===== config.mk =====
export PLATFORM = sky130hd
export DESIGN_NAME = vc_control
export DESIGN_NICKNAME = d
export VERILOG_FILES = /design/src/rtl/vc_control.sv
export SDC_FILE = /design/constraint.sdc
export NUM_CORES = 1
export LEC_CHECK = 0
export ABC_AREA = 1
export CAP_MARGIN = 20
export CORE_MARGIN = 10
export CORE_UTILIZATION = 33
export CTS_CLUSTER_SIZE = 40
export DETAILED_ROUTE_END_ITERATION = 10
export GPL_ROUTABILITY_DRIVEN = 1
export MAX_ROUTING_LAYER = met4
export PLACE_DENSITY_LB_ADDON = 0.3
export SLEW_MARGIN = 20
export SYNTH_ARGS = -nofsm -noshare
export SYNTH_HDL_FRONTEND = slang
export SYNTH_SLANG_ARGS = --single-unit

===== constraint.sdc =====
create_clock -name clk -period 1.42 [get_ports clk]
set_input_delay 0.142 -clock clk [delete_from_list [all_inputs] [get_ports clk]]
set_output_delay 0.142 -clock clk [all_outputs]
set_load 0.005 [all_outputs]

===== src/rtl/vc_control.sv =====
// vc_control: victim-cache controller FSM for L2 miss lookups and L2 victim inserts with write-back.
// Define VC_PERF_CNT_EN to build the saturating hit/miss counters; otherwise they read as zero.
module vc_control #(
  parameter int IDX_W = 3,
  parameter int CNT_W = 16
) (
  input  logic             clk,
  input  logic             rst_n,
  input  logic             i_l2_req,
  input  logic             i_l2_evict,
  input  logic             i_l2_evict_dirty,
  input  logic             i_vc_hit,
  input  logic [IDX_W-1:0] i_hit_way,
  input  logic [IDX_W-1:0] i_lru_way,
  input  logic             i_lru_valid,
  input  logic             i_lru_dirty,
  input  logic             i_mem_resp,
  output logic             o_l2_resp,
  output logic             o_l2_hit,
  output logic             o_evict_ack,
  output logic             o_load_vc,
  output logic             o_load_lru,
  output logic [IDX_W-1:0] o_vc_index,
  output logic             o_vc_valid_bit,
  output logic             o_vc_dirty_bit,
  output logic             o_mem_write,
  output logic             o_busy,
  output logic [CNT_W-1:0] o_hit_count,
  output logic [CNT_W-1:0] o_miss_count
);
  typedef enum logic [2:0] {IDLE, LOOKUP, EVICT_CHK, WRITEBACK, INSERT} state_t;
  state_t           r_state, w_next;
  logic [IDX_W-1:0] r_victim;
  logic             w_lk_hit;
  always_ff @(posedge clk or negedge rst_n)
    if (!rst_n) r_state <= IDLE;
    else        r_state <= w_next;
  // victim way is frozen at the check so write-back and insert target the same way
  always_ff @(posedge clk or negedge rst_n)
    if (!rst_n)                    r_victim <= '0;
    else if (r_state == EVICT_CHK) r_victim <= i_lru_way;
  always_comb begin
    w_next = IDLE;
    case (r_state)
      IDLE:      w_next = i_l2_req ? LOOKUP : i_l2_evict ? EVICT_CHK : IDLE;
      EVICT_CHK: w_next = (i_lru_valid && i_lru_dirty) ? WRITEBACK : INSERT;
      WRITEBACK: w_next = i_mem_resp ? INSERT : WRITEBACK;
      default:   w_next = IDLE;
    endcase
  end
  always_comb begin
    w_lk_hit       = (r_state == LOOKUP) && i_vc_hit;
    o_l2_resp      = r_state == LOOKUP;
    o_l2_hit       = w_lk_hit;
    o_evict_ack    = r_state == INSERT;
    o_load_vc      = w_lk_hit || (r_state == INSERT);
    o_load_lru     = w_lk_hit || (r_state == INSERT);
    o_vc_index     = w_lk_hit ? i_hit_way :
                     (r_state == WRITEBACK || r_state == INSERT) ? r_victim : '0;
    o_vc_valid_bit = r_state == INSERT;
    o_vc_dirty_bit = (r_state == INSERT) && i_l2_evict_dirty;
    o_mem_write    = r_state == WRITEBACK;
    o_busy         = r_state != IDLE;
  end
`ifdef VC_PERF_CNT_EN
  logic [CNT_W-1:0] r_hit_cnt, r_miss_cnt;
  always_ff @(posedge clk or negedge rst_n)
    if (!rst_n) begin
      r_hit_cnt  <= '0;
      r_miss_cnt <= '0;
    end else if (r_state == LOOKUP) begin
      if (i_vc_hit && !(&r_hit_cnt))   r_hit_cnt  <= r_hit_cnt + 1'b1;
      if (!i_vc_hit && !(&r_miss_cnt)) r_miss_cnt <= r_miss_cnt + 1'b1;
    end
  assign o_hit_count  = r_hit_cnt;
  assign o_miss_count = r_miss_cnt;
`else
  assign o_hit_count  = '0;
  assign o_miss_count = '0;
`endif
endmodule


==> flow_summary_export.csv, run 1 <==
group,metric,value,unit
status,status,"complete, but fails checks",
status,violations,"setup timing",
critical_path,critPathMaxFanout,3,
sta,finClkSkew,0.000699,ns
placement,placedCellCount,153,
floorplanning,die_y,65.1,um
floorplanning,initial_core_util,0.345,
sta,drv_slew,0,
synth,synthTopCellsByArea,"buf_4 38%, dfrtp_1 22%, nand2_1 12%, nand3_1 4.5%, nand3_2 4.5%",
grt,antenna_found_initial,0,
floorplanning,rows,16,
critical_path,start_kind,"register",
grt,grt_pass1_vias,630,
cells_and_area,nets,153,
pwr,p_leak,0.582,nW
route,drtAntennaViolNets,0,
route,via_per_inst,3.74,
critical_path,required,1.28,ns
route,route.detailed.drc,0,
floorplanning,die_w,65.1,um
cts,cts_buffer_depth,2,
critical_path,crit_type,"register to output pin",
pwr,power.total,0.00150,W
grt,track_usage,0.0800,
placement,dp_hpwl,1.53,mm
placement,gp_congestion,0.699,
synth,synth.largest_area_cell,"buf_4",
flow_run,cap_violations,0,
cells_and_area,finalNonFillerCells,163,
cells_and_area,post_route_cells_drive_above_1_share,0.390,
sta,post-route-period-util,1.01,
cells_and_area,antenna_cells,0,
floorplanning,design.core.area,1940,um2
sta,setup_tns,-0.0419,ns
route,vias,609,
route,drtPass1Iterations,2,
sta,timing.final.hold_violations,0,
cts,cts_hold_buf,0,
synth,yosysUniqueCellTypes,15,
sta,fin_ws,-0.0140,ns
sta,fin_hold_ws,0.146,ns
cts,clk_latency,0.24,ns
worst_hold_path,worst_hold_path_type,"input port to asynchronous set/reset pin",
synth,synthCells,93,
cts,cts_made_buffers,3,
pwr,ir_worst_vdd,0.622,mV
sta,max_freq,0.697,GHz
sta,rsz0062_at_grt,"true",
synth,syn_area_per_cell,7.21,um2
cts,htreeDepth,1,
critical_path,r2r-start,"r_state[1]",
sta,setup_viol,4,
cts,cts.clk_slew.worst_paths,0.04,ns
pwr,pwr_density_cell,1500,nW/um2
grt,grt.overflow.total,0,
floorplanning,ios,59,
cells_and_area,area_growth_syn_to_layout,49.4,%
synth,syn_area,671,um2
synth,ys_seq_area_frac,0.224,
grt,grt_max_degree,7,
synth,netlist.area_leader.share,0.381,
critical_path,arrival,1.29,ns
synth,ys_seq_elements,6,
floorplanning,floorplan.die_area,4240,um2
route,wl_per_cell,10.9,um
critical_path,r2r_setup_slack,0.18,ns
grt,grt_pass1_wl,2.75,mm
cts,clock_sinks,6,
synth,ys_warn_count,0,
critical_path,r2r_end,"r_victim[0]",
placement,port_buffers,26,
route,wl,1.78,mm
route,first_iter_violations,7,
critical_path,reg2reg_depth,8,
cts,cts_root_buffer,"clkbuf_4",
cts,cts_tree,"yes",
critical_path,cp-end-kind,"output pin",
sta,min_period,1.43,ns
-- layer usage --
layer  GRT usage  routed length [um]  up-vias
met2       0.140                 909       35
met5           -                   0        -
met4      0.0241                   7        0
met1      0.0736                 640      262
li1            -                   -      310
met3      0.0430                 226        2
-- repair_timing --
item,CTS,global route
buffers inserted,7,0
hold endpoints to repair,0,0
endpoints found under the setup margin,12,11
pin swaps,2,4
resized for setup,38,15
-- Yosys cell counts, drive strengths merged --
cell type	number
inv	9
nand2	23
o21ai	1
nand4	3
buf	34
conb	1
nor2	7
dfrtp	6
nand3	9
-- cell families (layout without fill, tap and decap cells) --
family | after synthesis | count (layout) | synth area share
compound gates | 1 | 1 | 0.0131
buf+inv | 43 | 55 | 0.431
flops | 6 | 6 | 0.224
other cells | 1 | 32 | 0.00559
simple gates | 42 | 42 | 0.327
-- sequential cells by signal (all words and copies together), names as in the netlist --
register and flops:
r_state 3, r_victim 3
-- cell usage in the layout (no fill, tap or decap), types with 4 or more instances in the layout --
| cell type | Yosys | routed |
|---|---|---|
| conb_1 | 1 | 32 |
| nand2_1 | 21 | 15 |
| inv_1 | 6 | 6 |
| clkdlybuf4s50_1 | 0 | 14 |
| nand3_2 | 3 | 4 |
| buf_2 | 0 | 5 |
| buf_4 | 34 | 15 |
| dfrtp_1 | 6 | 5 |
| nand2_2 | 1 | 6 |
| nand3_1 | 6 | 5 |
-- area by class of cell --
type / instances / area, um2
Inverter: 9 / 33.8
Fill cell: 209 / 940
Tap cell: 27 / 33.8
Timing Repair Buffer: 43 / 367
Clock buffer: 3 / 22.5
Sequential cell: 6 / 151
Multi-Input combinational cell: 75 / 394
-- through the flow --
stage,worst slack (ns),area [um2],utilization
2_1_floorplan,0.294,787,-
3_3_place_gp,-0.0871,901,0.464
3_5_place_dp,-0.0908,901,0.464
4_1_cts,-0.0893,1000,0.515
5_1_grt,-0.0893,1000,0.516
6_report,-0.0140,1000,0.516
-- worst max-delay path, stage by stage (launching register included) --
cell     delay [ns]
dfrtp_1        0.39
buf_4          0.15
buf_6          0.12
nand3_2        0.11
nand2_8        0.07
nand2_2        0.05
nand2_1        0.04
buf_2          0.12
-- power by group --
part	switching [W]	internal [W]	leakage (nW)
combinational	0.000488	0.000551	0.493
sequential	0.0000606	0.000249	0.0747
clock	0.0000574	0.0000953	0.0138
total	0.000606	0.000896	0.582
-- worst max path at each step --
stage,start,to,slack (ns)
after floorplan,r_state[2],o_load_vc,0.29
after global placement,i_vc_hit,o_vc_index[0],-0.09
after detailed placement,i_vc_hit,o_vc_index[1],-0.09
after CTS,r_state[1],o_vc_index[1],-0.09
after global routing,r_state[0],o_l2_hit,-0.09
final,r_state[1],o_vc_index[2],-0.01
Power figures use the tool's default switching activity.
==> run 2, diff against run 1 <==
--- a/config.mk
+++ b/config.mk
@@ -12,8 +12,9 @@
 export CTS_CLUSTER_SIZE = 40
 export DETAILED_ROUTE_END_ITERATION = 10
 export GPL_ROUTABILITY_DRIVEN = 1
+export GPL_TIMING_DRIVEN = 0
 export MAX_ROUTING_LAYER = met4
-export PLACE_DENSITY_LB_ADDON = 0.3
+export PLACE_DENSITY = 0.89
 export SLEW_MARGIN = 20
 export SYNTH_ARGS = -nofsm -noshare
 export SYNTH_HDL_FRONTEND = slang
==> run 2 against run 1 <==
Net effect: the run still ends with setup timing left; sequential power grew 5%; first-iteration DRC count shrank 43%; critical endpoint is now o_vc_index[0]; non-clock buffer count grew 29.
==> flow_summary_export.csv, run 2 (synthesis gave the netlist of run 1 again) <==
group,metric,value,unit
sta,min_period,1.42,ns
route,wl,2.06,mm
route,vias,688,
grt,grt_pass1_vias,672,
grt,antenna_found_initial,0,
cells_and_area,post_route_cells_drive_above_1_share,0.473,
critical_path,crit_type,"register to output pin",
pwr,p_leak,0.742,nW
critical_path,required,1.28,ns
critical_path,arrival,1.28,ns
floorplanning,design.core.area,1940,um2
cts,htreeDepth,1,
route,drtPass1Iterations,4,
sta,drv_slew,0,
pwr,power_switching,0.000629,W
floorplanning,die_y,65.1,um
critical_path,start_kind,"register",
cts,cts_tree,"yes",
grt,track_usage,0.0911,
status,status,"complete, but fails checks",
floorplanning,rows,16,
cells_and_area,final_util,0.625,
sta,setup_viol,1,
route,route.detailed.drc,0,
critical_path,critPathMaxFanout,3,
pwr,pwr-share-seq,0.211,
route,first_iter_violations,4,
sta,timing.final.hold_violations,0,
pwr,pwr_density_cell,1280,nW/um2
cts,clock_sinks,6,
cells_and_area,area_growth_syn_to_layout,81.0,%
route,drtAntennaViolNets,0,
pwr,p_int,0.000919,W
cells_and_area,reg_top3,"r_state x3, r_victim x3",
sta,fin_ws,-0.00498,ns
cts,cts_made_buffers,3,
cts,clk_latency,0.25,ns
grt,grt.overflow.total,0,
critical_path,cp-end-kind,"output pin",
floorplanning,initial_core_util,0.345,
sta,finClkSkew,0.00188,ns
placement,gp_congestion,0.820,
cells_and_area,finalNonFillerCells,192,
placement,place_ws,-0.239,ns
cells_and_area,antenna_cells,0,
cts,cts_root_buffer,"clkbuf_4",
floorplanning,ios,59,
sta,post-route-period-util,1.00,
placement,port_buffers,26,
sta,rsz0062_at_grt,"true",
cts,cts_buffer_depth,2,
cells_and_area,fillers,173,
placement,dp_hpwl,1.70,mm
worst_hold_path,worst_hold_path_type,"input port to asynchronous set/reset pin",
grt,grt_pass1_wl,2.95,mm
floorplanning,floorplan.die_area,4240,um2
cts,cts.clk_slew.worst_paths,0.05,ns
cells_and_area,final_cell_mix,"42 x buf_4, 32 x conb_1, 18 x nand2_1",
pwr,ir_worst_vdd,0.610,mV
cells_and_area,nets,182,
floorplanning,die_w,65.1,um
flow_run,cap_violations,0,
grt,grt_max_degree,7,
sta,max_freq,0.702,GHz
pwr,p_clk_frac,0.105,
route,wl_per_cell,10.7,um
status,violations,"setup timing",
placement,placedCellCount,177,
cells_and_area,final_common_cell,"buf_4",
pwr,sw_frac_of_total,0.406,
sta,fin_hold_ws,0.124,ns
route,via_per_inst,3.58,
pwr,power.total,0.00155,W
pwr,p_comb_frac,0.684,
-- run 2: per-stage QoR --
step           setup TNS (ns)  area, um2
2_1_floorplan               0        787
3_3_place_gp           -0.861       1080
3_5_place_dp            -1.26       1080
4_1_cts                     0       1160
5_1_grt                -0.277       1210
6_report             -0.00498       1210
-- run 2: metal layers --
layer / global-route usage / vias up / share of wire / wire, um
met5: - / - / 0 / 0
li1: - / 365 / - / -
met3: 0.0378 / 2 / 0.098 / 203
met1: 0.0815 / 284 / 0.38 / 778
met2: 0.161 / 37 / 0.51 / 1060
met4: 0.0481 / 0 / 0.011 / 23
-- run 2: final timing paths --
kind	startpoint	to	slack (ns)	cells after the start
min reg2reg	r_victim[0]	r_victim[0]	0.48	2
max reg2reg	r_state[2]	r_victim[1]	0.15	7
min in group clk	i_lru_way[0]	r_victim[0]	0.45	3
min	rst_n	r_state[0]	0.12	1
max	r_state[2]	o_vc_index[0]	-0.005	6
max in group asynchronous	rst_n	r_state[1]	1.07	1
-- run 2: area by class of cell --
class / instances / area, um2 / share of cell area
multi-input cells: 75 / 380 / 0.313
inverters: 9 / 36.3 / 0.0299
plain buffers: 34 / 255 / 0.210
clock buffers: 3 / 22.5 / 0.0186
repair buffers: 38 / 332 / 0.273
well taps: 27 / 33.8 / 0.0278
flip-flops and latches: 6 / 154 / 0.127
-- run 2: critical path, stage by stage, from the launching register on --
cell and delay (ns):
dfrtp_2 0.41, buf_6 0.13, buf_6 0.11, nor2_4 0.09
nand4_1 0.10, nand2_1 0.08, buf_2 0.11
-- run 2: power groups by stage --
stage,Clock (W),Combinational (W),Sequential (W)
floorplan,0,0.000450,0.000317
global placement,0,0.000775,0.000327
detailed placement,0,0.000805,0.000333
CTS,0.000166,0.000916,0.000324
global route,0.000167,0.00117,0.000340
finish,0.000162,0.00106,0.000327
-- run 2: repair_timing --
action | in CTS | in global routing
hold buffers | 0 | 0
pin swaps | 3 | 3
setup buffers | 7 | 5
resized for setup | 39 | 13
endpoints found under the setup margin | 12 | 10
cloned | 0 | 0
